`src/rtl/fifo_bist_ctrl.sv`:
```
// BIST sequencer for the FIFO dual-port memory: two-pass address-derived pattern write/read-back
// on WCLK, with a latency-matched compare pipeline and sticky pass/fail reporting.
module fifo_bist_ctrl #(
    parameter int DATA_WIDTH = 8,
    parameter int ADDR_WIDTH = 4,
    parameter int RD_LAT     = 1
) (
    input  logic                  WCLK,
    input  logic                  RST,
    input  logic                  BIST_EN,
    input  logic [DATA_WIDTH-1:0] RDATA,
    output logic                  B_WEN,
    output logic [ADDR_WIDTH-1:0] B_WADDR,
    output logic [DATA_WIDTH-1:0] B_WDATA,
    output logic                  B_REN,
    output logic [ADDR_WIDTH-1:0] B_RADDR,
    output logic [DATA_WIDTH-1:0] EXPECTED,
    output logic                  BUSY,
    output logic                  DONE,
    output logic                  PASSFAIL,
    output logic [ADDR_WIDTH-1:0] FAIL_ADDR
);

    typedef enum logic [2:0] {
        ST_IDLE,
        ST_WRITE,
        ST_READ,
        ST_DRAIN,
        ST_DONE
    } state_t;

    localparam logic [2:0] LAT_LAST = 3'(RD_LAT - 1);

    state_t                state, state_nxt;
    logic [ADDR_WIDTH-1:0] addr, addr_nxt;
    logic                  pass, pass_nxt;
    logic [2:0]            drain_cnt, drain_nxt;
    logic [DATA_WIDTH-1:0] rd_pat;
    logic                  fail_flag;
    logic                  start;
    logic                  mismatch;

    logic                  pipe_valid [RD_LAT];
    logic [ADDR_WIDTH-1:0] pipe_addr  [RD_LAT];
    logic [DATA_WIDTH-1:0] pipe_data  [RD_LAT];

    // Address bits repeated LSB-first across the word, inverted on the second pass.
    function automatic logic [DATA_WIDTH-1:0] pattern(input logic [ADDR_WIDTH-1:0] a, input logic p);
        logic [DATA_WIDTH-1:0] d;
        d = '0;
        for (int i = 0; i < DATA_WIDTH; i++) begin
            d[i] = a[i % ADDR_WIDTH] ^ p;
        end
        return d;
    endfunction

    assign start    = (state == ST_IDLE) && BIST_EN;
    assign mismatch = pipe_valid[RD_LAT-1] && (RDATA != pipe_data[RD_LAT-1]);
    assign EXPECTED = pipe_data[RD_LAT-1];

    always_ff @(posedge WCLK or negedge RST) begin
        if (!RST) begin
            state     <= ST_IDLE;
            addr      <= '0;
            pass      <= 1'b0;
            drain_cnt <= '0;
        end else begin
            state     <= state_nxt;
            addr      <= addr_nxt;
            pass      <= pass_nxt;
            drain_cnt <= drain_nxt;
        end
    end

    always_comb begin
        state_nxt = state;
        addr_nxt  = addr;
        pass_nxt  = pass;
        drain_nxt = drain_cnt;
        case (state)
            ST_IDLE: begin
                if (BIST_EN) begin
                    state_nxt = ST_WRITE;
                    addr_nxt  = '0;
                    pass_nxt  = 1'b0;
                end
            end
            ST_WRITE: begin
                addr_nxt = addr + 1'b1;
                if (addr == '1) state_nxt = ST_READ;
            end
            ST_READ: begin
                addr_nxt = addr + 1'b1;
                if (addr == '1) begin
                    state_nxt = ST_DRAIN;
                    drain_nxt = '0;
                end
            end
            ST_DRAIN: begin
                drain_nxt = drain_cnt + 1'b1;
                if (drain_cnt == LAT_LAST) begin
                    drain_nxt = '0;
                    if (pass) begin
                        state_nxt = ST_DONE;
                    end else begin
                        state_nxt = ST_WRITE;
                        pass_nxt  = 1'b1;
                    end
                end
            end
            ST_DONE: begin
                state_nxt = ST_DONE;
            end
            default: state_nxt = ST_IDLE;
        endcase
        // Dropping the enable abandons any run in progress.
        if (!BIST_EN) begin
            state_nxt = ST_IDLE;
            addr_nxt  = '0;
            pass_nxt  = 1'b0;
            drain_nxt = '0;
        end
    end

    // Strobes are gated by BIST_EN so an abort clears them on the same edge the FSM leaves.
    always_ff @(posedge WCLK or negedge RST) begin
        if (!RST) begin
            B_WEN     <= 1'b0;
            B_WADDR   <= '0;
            B_WDATA   <= '0;
            B_REN     <= 1'b0;
            B_RADDR   <= '0;
            rd_pat    <= '0;
            BUSY      <= 1'b0;
            DONE      <= 1'b0;
            PASSFAIL  <= 1'b0;
            fail_flag <= 1'b0;
            FAIL_ADDR <= '0;
        end else begin
            B_WEN    <= BIST_EN && (state == ST_WRITE);
            B_WADDR  <= (BIST_EN && (state == ST_WRITE)) ? addr : '0;
            B_WDATA  <= (BIST_EN && (state == ST_WRITE)) ? pattern(addr, pass) : '0;
            B_REN    <= BIST_EN && (state == ST_READ);
            B_RADDR  <= (BIST_EN && (state == ST_READ)) ? addr : '0;
            rd_pat   <= (BIST_EN && (state == ST_READ)) ? pattern(addr, pass) : '0;
            BUSY     <= BIST_EN && ((state == ST_WRITE) || (state == ST_READ) || (state == ST_DRAIN));
            DONE     <= BIST_EN && (state == ST_DONE);
            // The last compare lands on the same edge DONE rises, so fold it in directly.
            PASSFAIL <= BIST_EN && (state == ST_DONE) && !(fail_flag || mismatch);
            if (start) begin
                fail_flag <= 1'b0;
            end else if (mismatch) begin
                fail_flag <= 1'b1;
            end
            if (!BIST_EN || start) begin
                FAIL_ADDR <= '0;
            end else if (mismatch && !fail_flag) begin
                FAIL_ADDR <= pipe_addr[RD_LAT-1];
            end
        end
    end

    // Stage 0 captures the read issued on the previous cycle, as the memory samples it.
    always_ff @(posedge WCLK or negedge RST) begin
        if (!RST) begin
            for (int i = 0; i < RD_LAT; i++) begin
                pipe_valid[i] <= 1'b0;
                pipe_addr[i]  <= '0;
                pipe_data[i]  <= '0;
            end
        end else if (!BIST_EN) begin
            for (int i = 0; i < RD_LAT; i++) begin
                pipe_valid[i] <= 1'b0;
                pipe_addr[i]  <= '0;
                pipe_data[i]  <= '0;
            end
        end else begin
            pipe_valid[0] <= B_REN;
            pipe_addr[0]  <= B_RADDR;
            pipe_data[0]  <= rd_pat;
            for (int i = 1; i < RD_LAT; i++) begin
                pipe_valid[i] <= pipe_valid[i-1];
                pipe_addr[i]  <= pipe_addr[i-1];
                pipe_data[i]  <= pipe_data[i-1];
            end
        end
    end

endmodule

```
`config.mk`:
```
export PLATFORM = sky130hd
export DESIGN_NAME = fifo_bist_ctrl
export DESIGN_NICKNAME = d
export VERILOG_FILES = /design/src/rtl/fifo_bist_ctrl.sv
export SDC_FILE = /design/constraint.sdc
export NUM_CORES = 1
export LEC_CHECK = 0
export ABC_CLOCK_PERIOD_IN_PS = 2700
export BUFFER_PORTS_ARGS = -buffer_cell sky130_fd_sc_hd__buf_2
export CORE_ASPECT_RATIO = 0.5
export CORE_MARGIN = 3
export CORE_UTILIZATION = 40
export CTS_BUF_LIST = sky130_fd_sc_hd__clkbuf_4
export DETAILED_ROUTE_END_ITERATION = 10
export SLEW_MARGIN = 20
export SYNTH_ARGS = -nofsm -noshare
export SYNTH_HDL_FRONTEND = slang
export SYNTH_SLANG_ARGS = --single-unit
```
`constraint.sdc`:
```
create_clock -name WCLK -period 2.7 [get_ports WCLK]
set_input_delay 0.135 -clock WCLK [delete_from_list [all_inputs] [get_ports WCLK]]
set_output_delay 0.135 -clock WCLK [all_outputs]
set_load 0.02 [all_outputs]
```
Word-level counts from Yosys, hierarchy flattened
Index checks and enable logic that the tools add are counted.
{ "totals": {"regBits": 58, "in_bits": 11, "output_inout_bits": 33, "word_cells": 85} }
{ "op_classes": {"addsub": 2, "n_eq_ne": 12, "muxes": 26, "bitwise_logic": 4, "reduce_logical": 23} }
{ "ops": {"columns": ["cell", "n"], "rows": [
  ["3-bit two-way mux", 8],
  ["4-bit two-way mux", 6],
  ["8-bit two-way mux", 3],
  ["3-bit one-hot mux with 5 select lines", 1],
  ["3-bit inequality test, second input constant", 3],
  ["1-bit logical AND", 8],
  ["8-bit inequality test", 1],
  ["4-bit one-hot mux with 2 select lines", 1],
  ["3-bit by 2-bit equality test with 1-bit output, second input constant", 2],
  ["3-bit logical NOT", 2],
  ["3-bit by 1-bit inequality test with 1-bit output, second input constant", 2],
  ["3-bit one-hot mux with 2 select lines", 1],
  ["1-bit two-way mux", 5],
  ["4-bit by 1-bit adder with 4-bit output, second input constant", 1],
  ["4-bit equality test, second input constant", 1],
  ["1-bit logical OR", 4],
  ["2-bit AND reduction", 2],
  ["2-bit nonzero test", 2],
  ["1-bit XOR", 4],
  ["3-bit by 1-bit adder with 3-bit output, second input constant", 1],
  ["3-bit by 1-bit equality test with 1-bit output, second input constant", 1],
  ["3-bit equality test, second input constant", 1],
  ["1-bit logical NOT", 3],
  ["3-bit by 2-bit inequality test with 1-bit output, second input constant", 1],
  ["other kinds (3)", 3]
]} }

Longest topological paths before layout
{ "depth": {"depth_word": 5, "mapped_depth": 6} }

Least setup slack after synthesis
Ideal clock, no wire load.
{ "synth_path": {"path_kind": "reg2reg", "from": "register addr[0]", "to": "register addr[2]", "setup_time_ns": 0.123, "arrival_time_ns": 1.279, "required_ns": 2.577, "slack_ns": 1.298, "stages_incl_launch_ff": 5, "period_less_slack_ns": 1.402, "cell_sequence": "dfrtp_1 -> ha_1 -> nand2_1 -> maj3_1 -> o221a_2"} }
{ "synth_via": {"elab_chain_cells": 3} }
{ "synth_lines": {"columns": ["item", "line", "text"], "rows": [
  ["from (decl)", "35", "logic [ADDR_WIDTH-1:0] addr, addr_nxt;"],
  ["from (signal assigned)", "69", "addr <= addr_nxt;"],
  ["4-bit by 1-bit adder with 4-bit output", "89, 93", null],
  ["4-bit one-hot mux with 2 select lines", "80", "case (state)"],
  ["4-bit two-way mux", "117", "if (!BIST_EN) begin"]
]} }
Every way passes these cells.
A chain may end at the register's enable or synchronous reset.

Worst setup path after layout
{ "layout_path": {"from": "register state[2]", "to": "register state[0]"} }
{ "layout_via": {"elab_chain_cells": 3} }
{ "layout_lines": {"columns": ["item", "line", "text"], "rows": [
  ["from (decl)", "34", "state_t state, state_nxt;"],
  ["from (signal assigned)", "68", "state <= state_nxt;"],
  ["3-bit equality test (tied with other cells)", "80", null],
  ["3-bit one-hot mux with 5 select lines or 3-bit inequality test (tied branches)", null, null],
  ["3-bit two-way mux or 3-bit AND reduction (tied branches)", null, null]
]} }
Several ways; a longest one is shown, not always the timed one.

==> results.txt <==
Run status - finished clean
First-pass GRT wire length - 6180 um
Initial antenna violation count - 0
Mux share of post-synthesis cell area - 3.08%
WP data required - 2.96 ns
Commonest cells after routing, fill and taps aside - 46 x dfrtp_1, 42 x buf_2, 18 x and2_1
Met2 WL - 1680 um
Static Leakage - 0.00120 uW
WHS - 0.159 ns
Final ANT Viol Nets - 0
Synth Flop Type - dfrtp_1
Via count - 1348
Synth Area in XOR/XNOR - 2.20%
Pre-CTS WS - 1.10 ns
# DRC - 0
Dominant cell type by area after synthesis - dfrtp_1
Worst Tran Pin Value - 0.572 ns
Avg Cell Area, Syn - 11.2 um^2
VDD IR max - 0.249 mV
Count of input and output buffers - 43
Initial core utilization - 43.4%
Fin worst setup slack - 1.06 ns
Rel. slew slack - 61.8%
Routed len/inst - 12.9 um
Die Span Y - 55.9 um
RSZ-0062 raised after global routing - no
Complex-gate fraction of the synthesized area - 8.86%
Area Growth Syn to Fin - 14.9%
Adder-cell area share of the yosys netlist - 2.89%
Tcrit/Tclk final - 60.7%
Largest net degree at the start of global routing - 47
Ant. Diodes - 0
Met3 routed WL - 177 um
CTS tree - yes
GRT Total Usage - 13.2%
Number of flops mapped to enable cells by yosys - 0
Clock Latency Late Sink - 0.36 ns
Gpl congestion - 0.785
Cell variety after synth - 44
Synthesized area - 1990 um^2
Gr ovfl total - 0
WS Path Type - flip-flop to flip-flop
Register bit total from synthesis - 46
Hold WC Path Type - primary input to flip-flop
Top-area cell type share of the netlist area - 57.8%
CTS H-tree lvls - 2
Post-synth net total - 192
FFs w/ async S/R, synth - 100%
Setup TNS - 0 ns
Max-Cap Viols - 0
Commonest non-fill, non-tap cell in the layout - dfrtp_1
Hold Vio Cnt, Final - 0
Row Count - 17
Final design area excluding fillers - 2290 um^2
Vias in the first global route - 1322
Fmax - 0.610 GHz
Met1 WL - 1720 um
Num CTS Buffers - 5
Core Footprint - 4590 um^2
DR iter-0 viols - 54
Final setup vio count - 0
Total routed wirelength - 3620 um
Sequential area share after synthesis - 57.8%
Power density over cell area - 534 nW/um^2
Layout cells sized above 1 - 27.9%
Top Layer Used - met4
Post_cts resized - 0
Crit start category - flip-flop
Gate Count Post-Synth - 178
Root buffer cell - clkbuf_4
Largest family of logic cells by synthesized area - simple AND/OR/NAND/NOR gates
Fillers - 429
Synth warnings - 0
Post-cts hold buffer count - 1
Hpwl dp - 2570 um
Final min period - 1.64 ns
Die Span X - 106 um
Final nets - 228
Clock Sinks - 46
Post-DP Area - 2190 um^2
Vias per cell - 4.80
Max Root-Sink Buffers - 2
Postcts setup bufs - 0
Clock Pin Slew Worst Setup and Hold Paths - 0.14 ns
WP data arrival - 1.90 ns
Die area - 5910 um^2
Slew Viols, Final - 0
Synth Area in Simple Gates - 18.8%
Crit-path max FO - 13
Critical path endpoint category - flip-flop
DRT Pass-1 Iters - 4
IO Pins - 44
Largest cells by area after synthesis - dfrtp_1 58%, and2_1 5.7%, buf_4 3.4%
Clk_skew - 0.0111 ns
## worst paths after layout
kind                       startpoint     endpoint  slack, ns  depth (start not counted)
max                          state[2]     state[0]       1.06                          5
min                           BIST_EN      addr[3]       0.16                          2
max reg2reg                  state[2]     state[0]       1.06                          5
min reg2reg                 rd_pat[4]  EXPECTED[4]       0.47                          1
max in group asynchronous         RST  EXPECTED[5]       2.02                          2
min in group asynchronous         RST         DONE       0.30                          2
## cells by family after synthesis
family          count (synthesis)
buf+inv                        23
simple gates                   70
xor+xnor                        5
flops                          46
fa+ha+maj                       5
compound gates                 23
mux                             6
## registers in the layout, summed over array words and instances, names as in the netlist, 3 cells and up
register	cells
state	3
B_WDATA	4
pipe_addr	4
addr	4
EXPECTED	4
rd_pat	4
B_WADDR	4
FAIL_ADDR	4
drain_cnt	3
B_RADDR	4
## synth_stat cells (2+ instances only)
cell and instances:
dfrtp_1 46, and2_1 18, nor2_1 14, nand2_1 13
buf_4 9, inv_1 6, nor3_1 6, mux2i_1 5
xnor2_1 5, and3_1 4, buf_2 4, nor2b_1 4
ha_1 3, nand2b_1 3, a21oi_1 2, clkbuf_1 2
clkinv_2 2, maj3_1 2, nand3_1 2, o21a_1 2
o21ai_0 2, o22ai_1 2
## power by group
part | switching, uW | internal (uW)
clock | 226 | 194
combinational | 55.7 | 34.1
sequential | 14.3 | 698
total | 296 | 926
## through the flow
stage          total power, uW  instances  utilization (%)
2_1_floorplan              779        178                -
3_3_place_gp               812        272             47.8
3_5_place_dp               815        272             47.8
4_1_cts                   1240        281             49.8
5_1_grt                   1280        281             49.8
6_report                  1220        281             49.8
## final cells by class
| type | count | area, um^2 | area share [%] |
|---|---|---|---|
| sequential | 46 | 1150 | 50.3 |
| multi-input combinational | 109 | 713 | 31.1 |
| timing repair buffer | 44 | 228 | 9.95 |
| tap | 66 | 82.6 | 3.61 |
| clock inverter | 3 | 45.0 | 1.97 |
| clock buffer | 5 | 37.5 | 1.64 |
| inverter | 8 | 32.5 | 1.42 |
## metal layers
layer	track usage, %	up-vias
met2	20.7	28
met5	0	-
li1	-	659
met1	17.2	656
met3	3.82	5
met4	5.54	0
## critical path: stages (launching register included)
cell,delay (ns)
dfrtp_1,0.55
nand2b_1,0.28
or2_4,0.32
clkinv_2,0.09
a211oi_1,0.08
a211o_1,0.23
(Power assumes the default switching activity.)
